`config.mk`:
```
export PLATFORM = sky130hd
export DESIGN_NAME = keypad_decoder_flat
export DESIGN_NICKNAME = d
export VERILOG_FILES = /design/src/rtl/keypad_pkg.sv /design/src/rtl/keypad_decoder_if.sv /design/src/rtl/keypad_row_scanner.sv /design/src/rtl/keypad_decoder.sv /design/src/flat_wrapper.sv
export SDC_FILE = /design/constraint.sdc
export NUM_CORES = 1
export LEC_CHECK = 0
export BUFFER_PORTS_ARGS = -buffer_cell sky130_fd_sc_hd__buf_2
export CAP_MARGIN = 20
export CORE_MARGIN = 8
export CORE_UTILIZATION = 45
export CTS_CLUSTER_SIZE = 30
export DETAILED_ROUTE_END_ITERATION = 8
export MAX_ROUTING_LAYER = met4
export PLACE_DENSITY = 0.65
export SLEW_MARGIN = 20
export SYNTH_ARGS = -nofsm -noshare
export SYNTH_HDL_FRONTEND = slang
export SYNTH_SLANG_ARGS = --single-unit
```
`constraint.sdc`:
```
create_clock -name clock -period 30.8 [get_ports clock]
set_clock_uncertainty 0.2 [all_clocks]
set_input_delay 3.08 -clock clock [delete_from_list [all_inputs] [get_ports clock]]
set_output_delay 3.08 -clock clock [all_outputs]
set_load 0.02 [all_outputs]
```
`src/rtl/keypad_pkg.sv`:
```
// Shared keypad constants, key/opcode encodings and the debounce state type.
// Also holds the helpers that map a scanned frame to a single key index.
package keypad_pkg;

   localparam int NUM_ROWS = 5;
   localparam int NUM_COLS = 4;
   localparam int NUM_KEYS = 20;
   localparam int KEY_W    = 5;

   typedef logic [KEY_W-1:0] key_t;

   localparam key_t KEY_ADD  = 5'd16;
   localparam key_t KEY_MUL  = 5'd17;
   localparam key_t KEY_SUB  = 5'd18;
   localparam key_t KEY_EQ   = 5'd19;
   localparam key_t KEY_NONE = 5'd31;

   localparam logic [1:0] OP_ADD = 2'b00;
   localparam logic [1:0] OP_MUL = 2'b01;
   localparam logic [1:0] OP_SUB = 2'b10;

   typedef enum logic [1:0] {
      ST_IDLE,
      ST_PRESS_WAIT,
      ST_HELD,
      ST_RELEASE_WAIT
   } deb_state_t;

   // A frame yields a key only when exactly one switch is closed; chords read as NONE.
   function automatic key_t frame_to_key(input logic [NUM_KEYS-1:0] frame);
      key_t key;
      int   hits;
      key  = KEY_NONE;
      hits = 0;
      for (int i = 0; i < NUM_KEYS; i++) begin
         if (frame[i]) begin
            hits++;
            key = key_t'(i);
         end
      end
      if (hits != 1) begin
         key = KEY_NONE;
      end
      return key;
   endfunction

   function automatic logic [1:0] key_to_op(input key_t key);
      logic [1:0] op;
      case (key)
         KEY_MUL: op = OP_MUL;
         KEY_SUB: op = OP_SUB;
         default: op = OP_ADD;
      endcase
      return op;
   endfunction

endpackage

```
`src/rtl/keypad_decoder_if.sv`:
```
// Event bus from the keypad decoder to the calculator core.
interface keypad_decoder_if;

   logic       newhex;
   logic [3:0] hexcode;
   logic       newop;
   logic [1:0] opcode;
   logic       eq;

   modport master (output newhex, hexcode, newop, opcode, eq);
   modport slave  (input  newhex, hexcode, newop, opcode, eq);

endinterface

```
`src/rtl/keypad_row_scanner.sv`:
```
// Drives the key matrix one row at a time and assembles the synchronized
// column samples into a 20-bit frame, strobing frame_done on the last row.
module keypad_row_scanner
   import keypad_pkg::*;
#(
   parameter int SCAN_DIV = 1000
) (
   input  logic                clock,
   input  logic                reset,
   input  logic [NUM_COLS-1:0] col_n,
   output logic [NUM_ROWS-1:0] row_n,
   output logic [NUM_KEYS-1:0] frame,
   output logic                frame_done
);

   localparam int                SLOT_W    = $clog2(SCAN_DIV);
   localparam logic [SLOT_W-1:0] SLOT_LAST = SLOT_W'(SCAN_DIV - 1);
   localparam int                ROW_W     = $clog2(NUM_ROWS);
   localparam logic [ROW_W-1:0]  ROW_LAST  = ROW_W'(NUM_ROWS - 1);

   logic [NUM_COLS-1:0] col_meta_reg;
   logic [NUM_COLS-1:0] col_sync_reg;
   logic [SLOT_W-1:0]   slot_cnt_reg;
   logic [ROW_W-1:0]    row_idx_reg;
   logic [NUM_ROWS-1:0] row_n_reg;
   logic                slot_end;

   // Columns idle high through the pull-ups, so the synchronizer resets to "no key".
   always_ff @(posedge clock or negedge reset) begin
      if (!reset) begin
         col_meta_reg <= '1;
         col_sync_reg <= '1;
      end else begin
         col_meta_reg <= col_n;
         col_sync_reg <= col_meta_reg;
      end
   end

   assign slot_end = (slot_cnt_reg == SLOT_LAST);

   always_ff @(posedge clock or negedge reset) begin
      if (!reset) begin
         slot_cnt_reg <= '0;
         row_idx_reg  <= '0;
         row_n_reg    <= 5'b11110;
      end else if (slot_end) begin
         slot_cnt_reg <= '0;
         row_idx_reg  <= (row_idx_reg == ROW_LAST) ? '0 : row_idx_reg + 1'b1;
         row_n_reg    <= {row_n_reg[NUM_ROWS-2:0], row_n_reg[NUM_ROWS-1]};
      end else begin
         slot_cnt_reg <= slot_cnt_reg + 1'b1;
      end
   end

   // During a row's sampling cycle its slice is forwarded live, so the frame
   // is complete in the same cycle frame_done strobes.
   generate
      for (genvar gi = 0; gi < NUM_ROWS; gi++) begin : g_row
         logic [NUM_COLS-1:0] bits_reg;
         logic                row_sample;

         assign row_sample = slot_end && (row_idx_reg == ROW_W'(gi));

         always_ff @(posedge clock or negedge reset) begin
            if (!reset) begin
               bits_reg <= '0;
            end else if (row_sample) begin
               bits_reg <= ~col_sync_reg;
            end
         end

         assign frame[gi*NUM_COLS +: NUM_COLS] = row_sample ? ~col_sync_reg : bits_reg;
      end
   endgenerate

   assign row_n      = row_n_reg;
   assign frame_done = slot_end && (row_idx_reg == ROW_LAST);

endmodule

```
`src/rtl/keypad_decoder.sv`:
```
// Calculator keypad front end: scans and debounces the matrix and emits one
// single-cycle hex/operator/equals event per accepted press.
module keypad_decoder
   import keypad_pkg::*;
#(
   parameter int SCAN_DIV = 1000,
   parameter int DEBOUNCE = 3
) (
   input  logic                clock,
   input  logic                reset,
   output logic [NUM_ROWS-1:0] row_n,
   input  logic [NUM_COLS-1:0] col_n,
   keypad_decoder_if.master    ev
);

   localparam int               CNT_W   = $clog2(DEBOUNCE + 1);
   localparam logic [CNT_W-1:0] CNT_MAX = CNT_W'(DEBOUNCE);
   localparam logic [CNT_W-1:0] CNT_ONE = CNT_W'(1);

   logic [NUM_KEYS-1:0] frame;
   logic                frame_done;
   key_t                frame_key;

   deb_state_t       state_reg, state_next;
   key_t             cand_reg, cand_next;
   logic [CNT_W-1:0] stable_cnt_reg, stable_cnt_next;
   logic [CNT_W-1:0] cnt_inc;
   logic             emit;

   logic       newhex_reg;
   logic [3:0] hexcode_reg;
   logic       newop_reg;
   logic [1:0] opcode_reg;
   logic       eq_reg;

   keypad_row_scanner #(
      .SCAN_DIV (SCAN_DIV)
   ) u_scanner (
      .clock      (clock),
      .reset      (reset),
      .col_n      (col_n),
      .row_n      (row_n),
      .frame      (frame),
      .frame_done (frame_done)
   );

   assign frame_key = frame_to_key(frame);
   assign cnt_inc   = (stable_cnt_reg == CNT_MAX) ? CNT_MAX : stable_cnt_reg + CNT_ONE;

   always_ff @(posedge clock or negedge reset) begin
      if (!reset) begin
         state_reg      <= ST_IDLE;
         cand_reg       <= KEY_NONE;
         stable_cnt_reg <= '0;
      end else begin
         state_reg      <= state_next;
         cand_reg       <= cand_next;
         stable_cnt_reg <= stable_cnt_next;
      end
   end

   always_comb begin
      state_next      = state_reg;
      cand_next       = cand_reg;
      stable_cnt_next = stable_cnt_reg;
      emit            = 1'b0;
      if (frame_done) begin
         case (state_reg)
            ST_IDLE: begin
               if (frame_key != KEY_NONE) begin
                  cand_next       = frame_key;
                  stable_cnt_next = CNT_ONE;
                  if (CNT_ONE >= CNT_MAX) begin
                     state_next = ST_HELD;
                     emit       = 1'b1;
                  end else begin
                     state_next = ST_PRESS_WAIT;
                  end
               end
            end
            ST_PRESS_WAIT: begin
               if (frame_key == cand_reg) begin
                  stable_cnt_next = cnt_inc;
                  if (cnt_inc == CNT_MAX) begin
                     state_next = ST_HELD;
                     emit       = 1'b1;
                  end
               end else if (frame_key == KEY_NONE) begin
                  state_next      = ST_IDLE;
                  stable_cnt_next = '0;
               end else begin
                  cand_next       = frame_key;
                  stable_cnt_next = CNT_ONE;
               end
            end
            ST_HELD: begin
               if (frame_key != cand_reg) begin
                  state_next      = ST_RELEASE_WAIT;
                  stable_cnt_next = CNT_ONE;
               end
            end
            ST_RELEASE_WAIT: begin
               // Sliding onto another key restarts the release count; a new key
               // is only taken after a clean release.
               if (frame_key == KEY_NONE) begin
                  stable_cnt_next = cnt_inc;
                  if (cnt_inc == CNT_MAX) begin
                     state_next      = ST_IDLE;
                     stable_cnt_next = '0;
                  end
               end else if (frame_key == cand_reg) begin
                  state_next      = ST_HELD;
                  stable_cnt_next = '0;
               end else begin
                  stable_cnt_next = '0;
               end
            end
            default: begin
               state_next      = ST_IDLE;
               stable_cnt_next = '0;
            end
         endcase
      end
   end

   always_ff @(posedge clock or negedge reset) begin
      if (!reset) begin
         newhex_reg  <= 1'b0;
         hexcode_reg <= '0;
         newop_reg   <= 1'b0;
         opcode_reg  <= OP_ADD;
         eq_reg      <= 1'b0;
      end else begin
         newhex_reg <= 1'b0;
         newop_reg  <= 1'b0;
         eq_reg     <= 1'b0;
         if (emit) begin
            if (cand_next < KEY_ADD) begin
               newhex_reg  <= 1'b1;
               hexcode_reg <= cand_next[3:0];
            end else if (cand_next == KEY_EQ) begin
               eq_reg <= 1'b1;
            end else begin
               newop_reg  <= 1'b1;
               opcode_reg <= key_to_op(cand_next);
            end
         end
      end
   end

   assign ev.newhex  = newhex_reg;
   assign ev.hexcode = hexcode_reg;
   assign ev.newop   = newop_reg;
   assign ev.opcode  = opcode_reg;
   assign ev.eq      = eq_reg;

endmodule
```
`src/flat_wrapper.sv`:
```
// flat-port wrapper written by rule: the top's interface ports become plain ports
module keypad_decoder_flat import keypad_pkg::*;
#(
   parameter int SCAN_DIV = 1000,
   parameter int DEBOUNCE = 3
)
  (clock, reset, row_n, col_n, ev_newhex, ev_hexcode, ev_newop, ev_opcode, ev_eq);
  keypad_decoder_if ev_i ();
  input  logic clock;
  input  logic reset;
  output logic [NUM_ROWS-1:0] row_n;
  input  logic [NUM_COLS-1:0] col_n;
  output wire logic [$bits(ev_i.newhex)-1:0] ev_newhex;
  output wire logic [$bits(ev_i.hexcode)-1:0] ev_hexcode;
  output wire logic [$bits(ev_i.newop)-1:0] ev_newop;
  output wire logic [$bits(ev_i.opcode)-1:0] ev_opcode;
  output wire logic [$bits(ev_i.eq)-1:0] ev_eq;
  assign ev_newhex = ev_i.newhex;
  assign ev_hexcode = ev_i.hexcode;
  assign ev_newop = ev_i.newop;
  assign ev_opcode = ev_i.opcode;
  assign ev_eq = ev_i.eq;
  keypad_decoder #(.SCAN_DIV(SCAN_DIV), .DEBOUNCE(DEBOUNCE)) u_core (.clock(clock), .reset(reset), .row_n(row_n), .col_n(col_n), .ev(ev_i));
endmodule
```
==> impl_results.md <==
- Clock Tree Buf Depth: 2
- FF+latch count, synth: 64
- Crit share post-route: 51.1%
- Clk Latency, worst-skew pair: 330 ps
- Commonest non-fill, non-tap cell in the layout: nand2_1
- Final wirelength: 13500 µm
- Resize count post-CTS: 0
- Final hold violations: 0
- Post-DP HPWL: 10400 µm
- RSZ-0062 raised after global routing: false
- Post-Syn Area: 0.00613 mm²
- Root Buffer: clkbuf_16
- TritonCTS clock tree: done
- Slew margin rel.: 30.8%
- Cell variety after synth: 98
- Status: completed
- Worst slack, placed: 15260 ps
- FP Rows: 42
- Share of the synthesized area in the top cell type: 19.2%
- Top Ports: 20
- DRT iter0 DRCs: 317
- Required time worst endpoint: 30810 ps
- Number of flip-flops in the largest register: 20
- Post-route cell area: 0.00662 mm²
- Met3 Usage GRT: 2.57%
- Core footprint: 0.0133 mm²
- Peak VDD IR: 0.0367 mV
- CP Launch Type: flip-flop
- Ys Warns: 0
- Drt drc: 0
- Deepest level of the CTS H-tree: 3
- Final setup violation count: 0
- Fin crit period: 15740 ps
- Gr ovfl total: 0
- Maximum fanout along the worst path: 19
- DIE AREA: 0.0176 mm²
- Gate count after technology mapping: 712
- Worst Setup End Kind: flip-flop
- Port bufs: 19
- Post-CTS Setup Bufs: 0
- Initial antenna violation count: 0
- Hold-fix buffers at CTS: 0
- Most frequent cells in the layout: 96 x nand2_1, 64 x nor2_1, 47 x dfrtp_1
- # fillers: 1222
- FMAX: 0.0635 GHz
- Width of the die: 133 µm
- Worst setup margin: 15060 ps
- GRT Total Usage: 15.9%
- Layout Nets: 753
- Post-DRT Antenna Nets: 0
- Initial core utilization: 46.1%
- Synth Net Count: 744
- Mean routed wirelength per cell: 14.9 µm
- Max Cap Violations: 0
- Largest net degree at the start of global routing: 65
- Power per cell area: 27.6 mW/mm²
- Worst min path class: flip-flop to flip-flop
- Synth Flop Type: dfrtp_1
- Post-placement cell area: 0.00634 mm²
- Pleak: 3.06 nW
- Global-route wire length before repair: 23400 µm
- Mean Syn Cell Area: 8.62 µm²
- Most Crowded Layer GR: met2
- Sequential area share after synthesis: 26.5%
- Slowest cell on the critical path: and3_1
- Total Neg Setup Slack: 0 ps
- Least-Margin Pin Slew: 1010 ps
- Vias: 5184
- Crit path DAT: 15750 ps
- Kind of critical path: flip-flop to flip-flop
- TritonCTS Buffers: 9
- Clock sinks: 64
- Met2 Use GR: 27.1%
- Async set-reset flop share out of synthesis: 100%
- Vias in the first global route: 4916
- Drt pass-1 iters: 5
- Ranking of synthesized cells by area: dfrtp_1 19%, dfstp_2 7.3%, nand2_1 5.9%
- Vias per cell: 5.75
- Grt met1 use: 19.6%
- Final count of pins violating max slew: 0
- Diodes inserted: 0
- Clock slew at reported path FFs: 50 ps
- FF-to-FF setup slack: 15060 ps
- Share of post-route cells with drive strength above 1: 14.6%
- GP Congestion: 0.858
- Most used cell, CP: ha_1
- Overall Power: 0.000183 W
- Area grow syn2layout: 7.93%
- Crit-path max cell delay: 620 ps
- Yosys top cell by area: dfrtp_1
- Die Span Y: 133 µm
- Post-synth EDFFs: 0
## cell usage after synthesis, types with 14 or more instances
cell / instances
inv_1: 33
mux2i_1: 17
nor3_1: 14
o21ai_0: 28
xor2_1: 28
dfstp_2: 17
a21oi_1: 29
nand3_1: 28
dfrtp_1: 47
ha_1: 26
nand2_1: 96
nor2_1: 64
xnor2_1: 36
## critical path: cells and delay by family, from the launching register on
kind,cells,cell delay (ps)
compound gates,17,2970
simple gates,28,4930
buf+inv,6,530
mux,7,1370
flops,1,410
xor+xnor,1,200
fa+ha+maj,17,5000
## kinds of logic (layout without fill, tap and decap cells)
| family | Yosys count | count (layout) | share of synthesized area [%] |
|---|---|---|---|
| flip-flops | 64 | 64 | 26.5 |
| AO/OA/AOI/OAI | 163 | 163 | 19.4 |
| multiplexers | 30 | 30 | 5.98 |
| AND/OR/NAND/NOR | 281 | 281 | 22.6 |
| XOR/XNOR | 84 | 84 | 15.8 |
| adder cells (fa/ha/maj) | 26 | 26 | 5.30 |
| buffers and inverters | 64 | 78 | 4.55 |
## layer usage
layer	up-vias	routed length, µm	share of wire, %
met5	-	0	0
met4	0	63	0.47
met3	8	414	3.1
met2	81	6770	50
met1	2536	6220	46
li1	2559	-	-
## report_power, final
part / switching [W] / internal, W / total [W]
combinational: 0.00000213 / 0.000000709 / 0.00000284
sequential: 0.000000867 / 0.0000852 / 0.0000861
clock: 0.0000352 / 0.0000585 / 0.0000938
total: 0.0000382 / 0.000144 / 0.000183
## per-stage QoR
step	util (%)	instances	hold WS, ps
CTS	49.7	902	154
global route	49.8	902	159
global placement	47.7	886	147
finish	49.8	902	153
detailed placement	47.7	886	147
floorplan	-	712	145
## area by class of cell
type,instances,area (µm²),share of cell area [%]
repair buffers,20,103,1.55
well taps,176,220,3.33
inverters,42,158,2.38
clock buffers,13,260,3.93
clock inverters,3,17.5,0.265
multi-input cells,584,4240,64.0
flip-flops and latches,64,1620,24.5
## final timing paths
kind                                                                    to  cells past startpoint                                  startpoint
min in group asynchronous             u_core.stable_cnt_reg[1]$_DFFE_PN0P_                      2                                       reset
min                             u_core.u_scanner.col_sync_reg[1]$_DFF_PN1_                      0  u_core.u_scanner.col_meta_reg[1]$_DFF_PN1_
max reg2reg                               u_core.ev.hexcode[2]$_DFFE_PN0P_                     76  u_core.u_scanner.slot_cnt_reg[3]$_DFF_PN0_
max                                       u_core.ev.hexcode[2]$_DFFE_PN0P_                     76  u_core.u_scanner.slot_cnt_reg[3]$_DFF_PN0_
min reg2reg                     u_core.u_scanner.col_sync_reg[1]$_DFF_PN1_                      0  u_core.u_scanner.col_meta_reg[1]$_DFF_PN1_
max in group asynchronous  u_core.u_scanner.g_row[0].bits_reg[2]$_DFF_PN0_                      2                                       reset
(Power assumes the default switching activity.)
